**config.mk**
```make
export PLATFORM = sky130hd
export DESIGN_NAME = calc_core_param
export DESIGN_NICKNAME = d
export VERILOG_FILES = /design/src/rtl/calc_pkg.sv /design/src/rtl/calc_tx_fifo.sv /design/src/rtl/calc_core_param.sv
export SDC_FILE = /design/constraint.sdc
export NUM_CORES = 1
export LEC_CHECK = 0
export ABC_AREA = 1
export CORE_UTILIZATION = 55
export DETAILED_ROUTE_END_ITERATION = 16
export PLACE_DENSITY = 0.77
export SYNTH_ARGS = -nofsm -noshare
export SYNTH_HDL_FRONTEND = slang
export SYNTH_SLANG_ARGS = --single-unit
```
**constraint.sdc**
```tcl
create_clock -name clk -period 2.1 [get_ports clk]
set_input_delay 0.42 -clock clk [delete_from_list [all_inputs] [get_ports clk]]
set_output_delay 0.42 -clock clk [all_outputs]
set_load 0.03 [all_outputs]
```
**src/rtl/calc_pkg.sv**
```systemverilog
// Shared constants and instruction-field helpers for the parametrised calculator core.
// Instruction words are packed {op, ra, rb, rc}, each register field RW bits wide.
package calc_pkg;

    localparam logic [1:0] OP_PUSH = 2'b00;
    localparam logic [1:0] OP_ADD  = 2'b01;
    localparam logic [1:0] OP_MULT = 2'b10;
    localparam logic [1:0] OP_SEND = 2'b11;

    localparam logic [1:0] ST_IDLE = 2'b00;
    localparam logic [1:0] ST_MUL  = 2'b01;

    // Helpers take the instruction zero-extended to 32 bits; callers truncate to RW.
    function automatic logic [1:0] inst_op(input logic [31:0] inst, input int rw);
        return 2'((inst >> (3 * rw)) & 32'h3);
    endfunction

    function automatic logic [7:0] inst_ra(input logic [31:0] inst, input int rw);
        return 8'((inst >> (2 * rw)) & ((32'd1 << rw) - 32'd1));
    endfunction

    function automatic logic [7:0] inst_rb(input logic [31:0] inst, input int rw);
        return 8'((inst >> rw) & ((32'd1 << rw) - 32'd1));
    endfunction

    function automatic logic [7:0] inst_rc(input logic [31:0] inst, input int rw);
        return 8'(inst & ((32'd1 << rw) - 32'd1));
    endfunction

endpackage

```
**src/rtl/calc_tx_fifo.sv**
```systemverilog
// First-word fall-through FIFO buffering SEND results toward the UART transmit path.
// Push on full and pop on empty are dropped so the pointers can never corrupt.
module calc_tx_fifo #(
    parameter  int DW         = 8,
    parameter  int FIFO_DEPTH = 4,
    localparam int AW         = $clog2(FIFO_DEPTH),
    localparam int CW         = AW + 1
) (
    input  logic          clk,
    input  logic          rst_n,
    input  logic          push,
    input  logic [DW-1:0] push_data,
    input  logic          pop,
    output logic [DW-1:0] pop_data,
    output logic          full,
    output logic          empty,
    output logic [CW-1:0] count
);

    logic [FIFO_DEPTH-1:0][DW-1:0] mem;
    logic [AW-1:0]                 wr_ptr, rd_ptr;
    logic                          do_push, do_pop;

    assign full     = (count == CW'(FIFO_DEPTH));
    assign empty    = (count == '0);
    assign do_push  = push && !full;
    assign do_pop   = pop && !empty;
    assign pop_data = mem[rd_ptr];

    always_ff @(posedge clk) begin
        if (do_push) mem[wr_ptr] <= push_data;
    end

    // Depth is a power of two, so pointer wrap is the natural overflow.
    always_ff @(posedge clk or negedge rst_n) begin
        if (!rst_n) begin
            wr_ptr <= '0;
            rd_ptr <= '0;
            count  <= '0;
        end else begin
            if (do_push) wr_ptr <= wr_ptr + AW'(1);
            if (do_pop)  rd_ptr <= rd_ptr + AW'(1);
            case ({do_push, do_pop})
                2'b10:   count <= count + CW'(1);
                2'b01:   count <= count - CW'(1);
                default: ;
            endcase
        end
    end

endmodule

```
**src/rtl/calc_core_param.sv**
```systemverilog
// Parametrised nibble calculator core: PUSH/ADD/MULT/SEND on an NREG x DW register file,
// iterative shift-add multiplier, and an output FIFO feeding the transmit stream.
module calc_core_param
    import calc_pkg::*;
#(
    parameter  int DW         = 8,
    parameter  int NREG       = 4,
    parameter  int FIFO_DEPTH = 4,
    localparam int RW         = $clog2(NREG),
    localparam int IMW        = 2 * RW,
    localparam int IW         = 2 + 3 * RW,
    localparam int CW         = $clog2(FIFO_DEPTH) + 1
) (
    input  logic          clk,
    input  logic          rst_n,
    input  logic          inst_valid,
    input  logic [IW-1:0] inst_data,
    output logic          inst_ready,
    output logic          tx_valid,
    output logic [DW-1:0] tx_data,
    input  logic          tx_ready,
    output logic          retire,
    output logic [IW-1:0] retire_inst,
    output logic          ovf,
    output logic [CW-1:0] fifo_cnt
);

    localparam int SW = $clog2(DW) + 1;

    logic [NREG-1:0][DW-1:0] regs;
    logic [1:0]              state;
    logic [SW-1:0]           step;
    logic [2*DW-1:0]         prod;
    logic [DW-1:0]           mcand;
    logic [IW-1:0]           mul_inst;

    logic [1:0]      op;
    logic [RW-1:0]   ra, rb, rc, mul_ra;
    logic            fifo_full, fifo_empty, accept, push, mul_done;
    logic [DW:0]     add_sum, mul_hi;
    logic [2*DW-1:0] prod_next;

    assign op     = inst_op(32'(inst_data), RW);
    assign ra     = RW'(inst_ra(32'(inst_data), RW));
    assign rb     = RW'(inst_rb(32'(inst_data), RW));
    assign rc     = RW'(inst_rc(32'(inst_data), RW));
    assign mul_ra = RW'(inst_ra(32'(mul_inst), RW));

    assign inst_ready = (state == ST_IDLE) && !fifo_full;
    assign accept     = inst_valid && inst_ready;
    assign push       = accept && (op == OP_SEND);
    assign add_sum    = {1'b0, regs[rb]} + {1'b0, regs[rc]};

    // prod holds {partial sum, unconsumed multiplier bits}; each step shifts right by one.
    assign mul_hi    = {1'b0, prod[2*DW-1:DW]} + (prod[0] ? {1'b0, mcand} : '0);
    assign prod_next = {mul_hi, prod[DW-1:1]};
    assign mul_done  = (state == ST_MUL) && (step == SW'(DW - 1));

    always_ff @(posedge clk or negedge rst_n) begin
        if (!rst_n) begin
            regs        <= '0;
            state       <= ST_IDLE;
            step        <= '0;
            prod        <= '0;
            mcand       <= '0;
            mul_inst    <= '0;
            retire      <= 1'b0;
            retire_inst <= '0;
            ovf         <= 1'b0;
        end else begin
            retire <= 1'b0;
            case (state)
                ST_IDLE: begin
                    if (accept) begin
                        if (op != OP_MULT) begin
                            retire      <= 1'b1;
                            retire_inst <= inst_data;
                        end
                        case (op)
                            OP_PUSH: regs[ra] <= {regs[ra][DW-IMW-1:0], rb, rc};
                            OP_ADD: begin
                                regs[ra] <= add_sum[DW-1:0];
                                if (add_sum[DW]) ovf <= 1'b1;
                            end
                            OP_MULT: begin
                                mcand    <= regs[rb];
                                prod     <= {{DW{1'b0}}, regs[rc]};
                                step     <= '0;
                                mul_inst <= inst_data;
                                state    <= ST_MUL;
                            end
                            default: ;
                        endcase
                    end
                end
                ST_MUL: begin
                    prod <= prod_next;
                    step <= step + SW'(1);
                    if (mul_done) begin
                        regs[mul_ra] <= prod_next[DW-1:0];
                        if (|prod_next[2*DW-1:DW]) ovf <= 1'b1;
                        retire      <= 1'b1;
                        retire_inst <= mul_inst;
                        state       <= ST_IDLE;
                    end
                end
                default: state <= ST_IDLE;
            endcase
        end
    end

    calc_tx_fifo #(
        .DW         (DW),
        .FIFO_DEPTH (FIFO_DEPTH)
    ) u_fifo (
        .clk       (clk),
        .rst_n     (rst_n),
        .push      (push),
        .push_data (regs[ra]),
        .pop       (tx_ready),
        .pop_data  (tx_data),
        .full      (fifo_full),
        .empty     (fifo_empty),
        .count     (fifo_cnt)
    );

    assign tx_valid = !fifo_empty;

endmodule

```
==> results of run 1 <==
## cells by family (layout without fill, tap and decap cells)
logic type | after synthesis | count (layout) | share of synthesized area
and+or+nand+nor | 366 | 366 | 0.220
AOI/OAI and AO/OA | 189 | 189 | 0.180
buffers and inverters | 139 | 328 | 0.0815
DFF | 118 | 118 | 0.459
adders and majority gates | 25 | 25 | 0.0494
xor gates and xnor gates | 8 | 8 | 0.0103
## state kept, by name, indices dropped and copies added (netlist names)
register       count
mcand              8
mul_inst           8
ovf                1
prod              16
regs              32
retire             1
retire_inst        8
state              1
step               4
u_fifo.count       3
u_fifo.mem        32
u_fifo.rd_ptr      2
u_fifo.wr_ptr      2
## per-stage QoR
stage | cells | utilization | total power [µW]
final | 1181 | 0.778 | 13600
after global routing | 1181 | 0.778 | 14400
after CTS | 1174 | 0.760 | 13300
after detailed placement | 1129 | 0.688 | 9840
after global placement | 1129 | 0.688 | 9660
after floorplan | 845 | - | 7370
## Yosys cell counts, types with 4 or more instances
| cell | number | share of area |
|---|---|---|
| nand2_1 | 222 | 0.12 |
| inv_1 | 105 | 0.058 |
| dfrtp_1 | 86 | 0.32 |
| nor2_1 | 84 | 0.046 |
| o21ai_0 | 59 | 0.044 |
| nand3_1 | 37 | 0.027 |
| a21oi_1 | 34 | 0.025 |
| edfxtp_1 | 32 | 0.14 |
| o22ai_1 | 26 | 0.024 |
| ha_1 | 22 | 0.041 |
| clkbuf_1 | 17 | 0.0094 |
| a22oi_1 | 11 | 0.012 |
| a31oi_1 | 10 | 0.0092 |
| nand4_1 | 8 | 0.0074 |
| a32o_1 | 7 | 0.010 |
| o211ai_1 | 7 | 0.0077 |
| a21boi_0 | 6 | 0.0066 |
| a22o_1 | 6 | 0.0077 |
| inv_2 | 6 | 0.0033 |
| xor2_1 | 6 | 0.0077 |
| o221ai_1 | 5 | 0.0065 |
| buf_2 | 4 | 0.0029 |
| nor2_2 | 4 | 0.0037 |
## power groups by stage
stage / Clock, µW / Sequential, µW / Combinational (µW)
2_1_floorplan: 0 / 3880 / 3490
3_3_place_gp: 0 / 3850 / 5810
3_5_place_dp: 0 / 3870 / 5980
4_1_cts: 3180 / 3840 / 6220
5_1_grt: 3290 / 3970 / 7140
6_report: 3170 / 3900 / 6580
## final timing paths
kind	from	endpoint	slack [ps]	cells past startpoint
worst max-delay path	regs[9]$_DFFE_PN0P_	regs[22]$_DFFE_PN0P_	-160	13
worst min-delay path	mul_inst[6]$_DFFE_PN0P_	mul_inst[6]$_DFFE_PN0P_	470	2
worst max register to register	regs[9]$_DFFE_PN0P_	regs[22]$_DFFE_PN0P_	-160	13
worst min register to register	mul_inst[6]$_DFFE_PN0P_	mul_inst[6]$_DFFE_PN0P_	470	2
max in group asynchronous	rst_n	regs[8]$_DFFE_PN0P_	970	3
min in group asynchronous	rst_n	retire_inst[6]$_DFFE_PN0P_	480	2
## repair_timing
action | in CTS | in global routing
hold buffers | 1 | 0
resized for setup | 44 | 51
endpoints found under the setup margin | 31 | 36
pin swaps | 21 | 30
setup buffers | 11 | 5
hold endpoints to repair | 29 | 0
gates cloned | 1 | 2
## area by class of cell
type,instances,area [µm²]
multi-input combinational,588,3440
sequential,118,3120
fill,842,2660
timing repair buffer,183,1530
clock buffer,17,425
inverter,111,425
clock inverter,15,214
tap,147,184
timing repair inverter,2,15.0
## per-layer routing
metal | up-vias | share of wire | GRT usage
met5 | - | 0 | 0
met3 | 60 | 0.057 | 0.0755
met1 | 3312 | 0.42 | 0.466
met4 | 0 | 0.039 | 0.170
li1 | 3182 | - | -
met2 | 287 | 0.49 | 0.615
## critical path, cell delays in order, from the launching register on
cell and delay (ps):
dfrtp_1 410, o21ai_0 210, o22ai_2 120, buf_4 170, fa_2 400, nand3_2 100, nand3_4 90, nand3_2 90
nand2_2 50, xnor2_1 150, nand2_1 80, buf_4 140, nand2_1 70, a21boi_1 60
==> results.toml, run 1 <==
[status]
run_status = "finished, violations left"
violations = "setup timing"

[sta]
setup_slack_ps = -160
worstMarginPinSlew_ps = 651
finalCritPeriodShare = 1.08
slew_viol_final = 0
tns_ps = -1270
hold_viol = 0
rsz0062_at_grt = "yes"
max_freq_ghz = 0.442
timing.hold.ws_ps = 474
clock_skew_ps = 8.13
setup_viol = 16
slew_headroom = 0.566
min_period_ps = 2260

[finish]
final_cell_mix = "nand2_1 (214), buf_4 (149), inv_1 (92)"
drive_above_1_share = 0.292
syn_to_final_growth_pct = 37.7
design_area_mm2 = 0.00935
fin_nets = 1058
n_antenna_cell = 0
final_common_cell = "nand2_1"

[grt]
grt_pass1_wl_um = 35300
antenna_found_initial = 0
gr-usage-all-layers = 0.370
grt_pass1_vias = 6769
overflow = 0
grt_max_degree = 37

[die]
chipHeight_um = 113
dieWidth_um = 113
io_pins = 35
start_util = 0.565
dieArea_mm2 = 0.0128
coreArea_mm2 = 0.0120
row_count = 40

[synthesis]
ys_seq_area_frac = 0.459
ys_warn_count = 0
async_flop_share = 0.729
netlist-cell-type-count = 45
syn_area_mm2 = 0.00679
synth_edf_count = 32
netlist_instances = 845
syn_avg_cell_area_um2 = 8.03
synth_nets = 882
ys.flop_type = "dfrtp_1"
synth_seq_cells = 118

[clocking]
cts_buffer_depth = 2
cts_max_level = 4
insertion_delay_ps = 420
clk_pin_slew_ps = 60
cts-buffers-inserted = 17
cts_tree = "done"
clock_sinks = 118
cts-root-buf = "clkbuf_16"

[pwr]
power.leakage_uw = 0.00458
p_sw_uw = 5690
ir_worst_vdd_mv = 0.801
p_int_uw = 7960
p_clk_frac = 0.232
p_per_area_mw_per_mm2 = 1460
seqPwrFrac = 0.286
power_switching_share = 0.417
combPwrFrac = 0.482

[place]
gp_congestion = 0.936
pre_cts_slack_ps = -879
placement.io_buffers = 34
post_dp_cell_area_mm2 = 0.00827
dp_hpwl_um = 16300

[routing]
first_pass_iters = 7
vias_per_cell = 5.79
drc = 0
dr.first_iter.drc_count = 676
wl_per_cell_um = 19.1
wl_um = 22600
drtAntennaViolNets = 0
via_count = 6841

[worst_setup_path]
required_ps = 2410
critPathArrivalTime_ps = 2570
cp-end-kind = "flop"
critPathMaxFanout = 4
critPathKind = "flop to flop"
cp-start-kind = "flop"

[worst_hold_path]
hp-class = "flop to flop"

[flow_run]
cap_violations = 0
(Power assumes the default switching activity.)
==> run 2, diff against run 1 <==
--- a/config.mk
+++ b/config.mk
@@ -8,6 +8,7 @@
 export ABC_AREA = 1
 export CORE_UTILIZATION = 55
 export DETAILED_ROUTE_END_ITERATION = 16
+export GPL_TIMING_DRIVEN = 0
 export PLACE_DENSITY = 0.77
 export SYNTH_ARGS = -nofsm -noshare
 export SYNTH_HDL_FRONTEND = slang
==> run 2 against run 1 <==
- the run still ends with setup timing left
- global-route usage down 1.2 points
- critical path type unchanged
- die area unchanged
- setup slack worse by 64 ps
- via count down 3.9%
- worst hold slack worse by 440 ps
- critical endpoint is now regs[4]$_DFFE_PN0P_
==> results.toml, run 2 (synthesized netlist as in run 1, its figures left out) <==
[status]
run_status = "finished, violations left"
violations = "setup timing"

[flow_run]
cap_violations = 0

[place]
placement.io_buffers = 30
gp_congestion = 0.994
dp_hpwl_um = 15200

[sta]
setup_slack_ps = -225
timing.hold.ws_ps = 33.7
finalCritPeriodShare = 1.11
setup_viol = 21
slew_viol_final = 0
min_period_ps = 2320
worstMarginPinSlew_ps = 753
slew_headroom = 0.496
rsz0062_at_grt = "yes"
hold_viol = 0
clock_skew_ps = 7.86
max_freq_ghz = 0.430

[grt]
gr-usage-all-layers = 0.358
use_met3 = 0.0728
busiest_layer = "met2"
grt_util_met1 = 0.453
overflow = 0
grt_pass1_wl_um = 34100
grt_pass1_vias = 6415
grtUsageMet2 = 0.579
grt_max_degree = 50
antenna_found_initial = 0

[pwr]
ir_worst_vdd_mv = 0.647
p_per_area_mw_per_mm2 = 1520
power.leakage_uw = 0.00408

[finish]
final_core_util = 0.723
regArea_mm2 = 0.00312
reg_top3 = "regs (32), u_fifo.mem (32), prod (16)"
n_antenna_cell = 0
final_common_cell = "nand2_1"
drive_above_1_share = 0.235
fin_nets = 961
final_cell_mix = "nand2_1 (211), inv_1 (85), dfrtp_1 (80)"
fillers = 931
multi_input_area_mm2 = 0.00357
syn_to_final_growth_pct = 28.0

[clocking]
clock_sinks = 118
cts_tree = "done"
insertion_delay_ps = 420
cts-buffers-inserted = 17
cts-root-buf = "clkbuf_16"
cts_buffer_depth = 2
clk_pin_slew_ps = 60
cts_max_level = 4

[worst_setup_path]
required_ps = 2410
critPathMaxFanout = 4
cp-start-kind = "flop"
max_stage_delay_ps = 390
cpMaxStageDelayCell = "dfrtp_1"
critPathKind = "flop to flop"
cp-end-kind = "flop"
crit_path_cell_trace = "inv_2, nor2_2, inv_1, a32o_2, inv_2, ha_4, fa_2, nand3_2, nand3_4, buf_4, a21oi_4, o21ai_4, nand3_1, o21ai_2, nand2_1, o21ai_1"
critPathArrivalTime_ps = 2630
worstPathBufferInverterCount = 4
cpMostUsedCell = "inv_2"
path_delay_family = "compound AO/OA/AOI/OAI gates"

[routing]
wl_per_cell_um = 20.3
drtAntennaViolNets = 0
wl_um = 22000
drc = 0
vias_per_cell = 6.07
first_pass_iters = 5
via_count = 6576
dr.first_iter.drc_count = 802

[die]
dieArea_mm2 = 0.0128
start_util = 0.565
coreArea_mm2 = 0.0120
io_pins = 35
row_count = 40
dieWidth_um = 113
chipHeight_um = 113

[worst_hold_path]
hp-class = "input pin to async pin"
-- run 2: final cells by class --
type	instances	area share
plain buffers	25	0.0239
clock inverters	14	0.0238
well taps	147	0.0212
repair buffers	63	0.0603
clock buffers	18	0.0494
inverters	111	0.0510
multi-input cells	588	0.411
flip-flops and latches	118	0.359
-- run 2: stage by stage --
stage                     area [µm²]  worst slack [ps]  std cells  TNS (ps)  total power (µW)
after floorplan                 6930              -223        845     -2470              7370
after global routing            8690              -364       1084     -5400             13900
final                           8690              -225       1084     -2480             13200
after detailed placement        7430             -1440       1023    -60030              9130
after global placement          7420             -2840       1022   -273110              8960
after CTS                       8240              -156       1063     -1080             12400
-- run 2: worst reg2reg max path, stage by stage, from the launching register on --
cell     delay [ps]
dfrtp_1         390
inv_2            70
nor2_2           30
inv_1            40
a32o_2          230
inv_2            60
ha_4            160
fa_2            370
nand3_2          90
nand3_4          90
buf_4           150
a21oi_4         130
o21ai_4         100
nand3_1          90
o21ai_2          80
nand2_1          60
o21ai_1          60
-- run 2: repair_timing --
| item | 4_1_cts | 5_1_grt |
|---|---|---|
| resized for setup | 95 | 88 |
| setup buffers | 11 | 21 |
| hold buffers | 0 | 0 |
| endpoints found under the setup margin | 53 | 74 |
| pin swaps | 17 | 41 |
-- run 2: per-layer routing --
layer  vias to the layer above  share of wire
met5                         -              0
met4                         0          0.049
met3                        69          0.078
met2                       359           0.47
met1                      3155           0.40
li1                       2993              -
-- run 2: power by group --
| part | internal, µW | total [µW] | switching (µW) |
|---|---|---|---|
| Sequential | 3180 | 3890 | 704 |
| Clock | 2090 | 3160 | 1070 |
| Combinational | 2300 | 6120 | 3810 |
| Total | 7580 | 13200 | 5590 |
-- run 2: path summary, 6_finish.rpt --
| check | startpoint | slack [ps] | depth (start not counted) | endpoint |
|---|---|---|---|---|
| min in group clk | inst_data[4] | 320 | 3 | mul_inst[4]$_DFFE_PN0P_ |
| worst max register to register | regs[0]$_DFFE_PN0P_ | -220 | 16 | regs[4]$_DFFE_PN0P_ |
| worst max-delay path | regs[0]$_DFFE_PN0P_ | -220 | 16 | regs[4]$_DFFE_PN0P_ |
| worst min register to register | ovf$_DFFE_PN0P_ | 450 | 2 | ovf$_DFFE_PN0P_ |
| worst min-delay path | rst_n | 30 | 1 | step[3]$_DFFE_PN0P_ |
| max in group asynchronous | rst_n | 1420 | 2 | u_fifo.rd_ptr[0]$_DFFE_PN0P_ |
==> run 3, diff against run 2 <==
--- a/config.mk
+++ b/config.mk
@@ -6,6 +6,7 @@
 export NUM_CORES = 1
 export LEC_CHECK = 0
 export ABC_AREA = 1
+export CORE_MARGIN = 1
 export CORE_UTILIZATION = 55
 export DETAILED_ROUTE_END_ITERATION = 16
 export GPL_TIMING_DRIVEN = 0
==> results of run 3 <==
The final DEF is identical to that of run 2; final timing and power are the same.
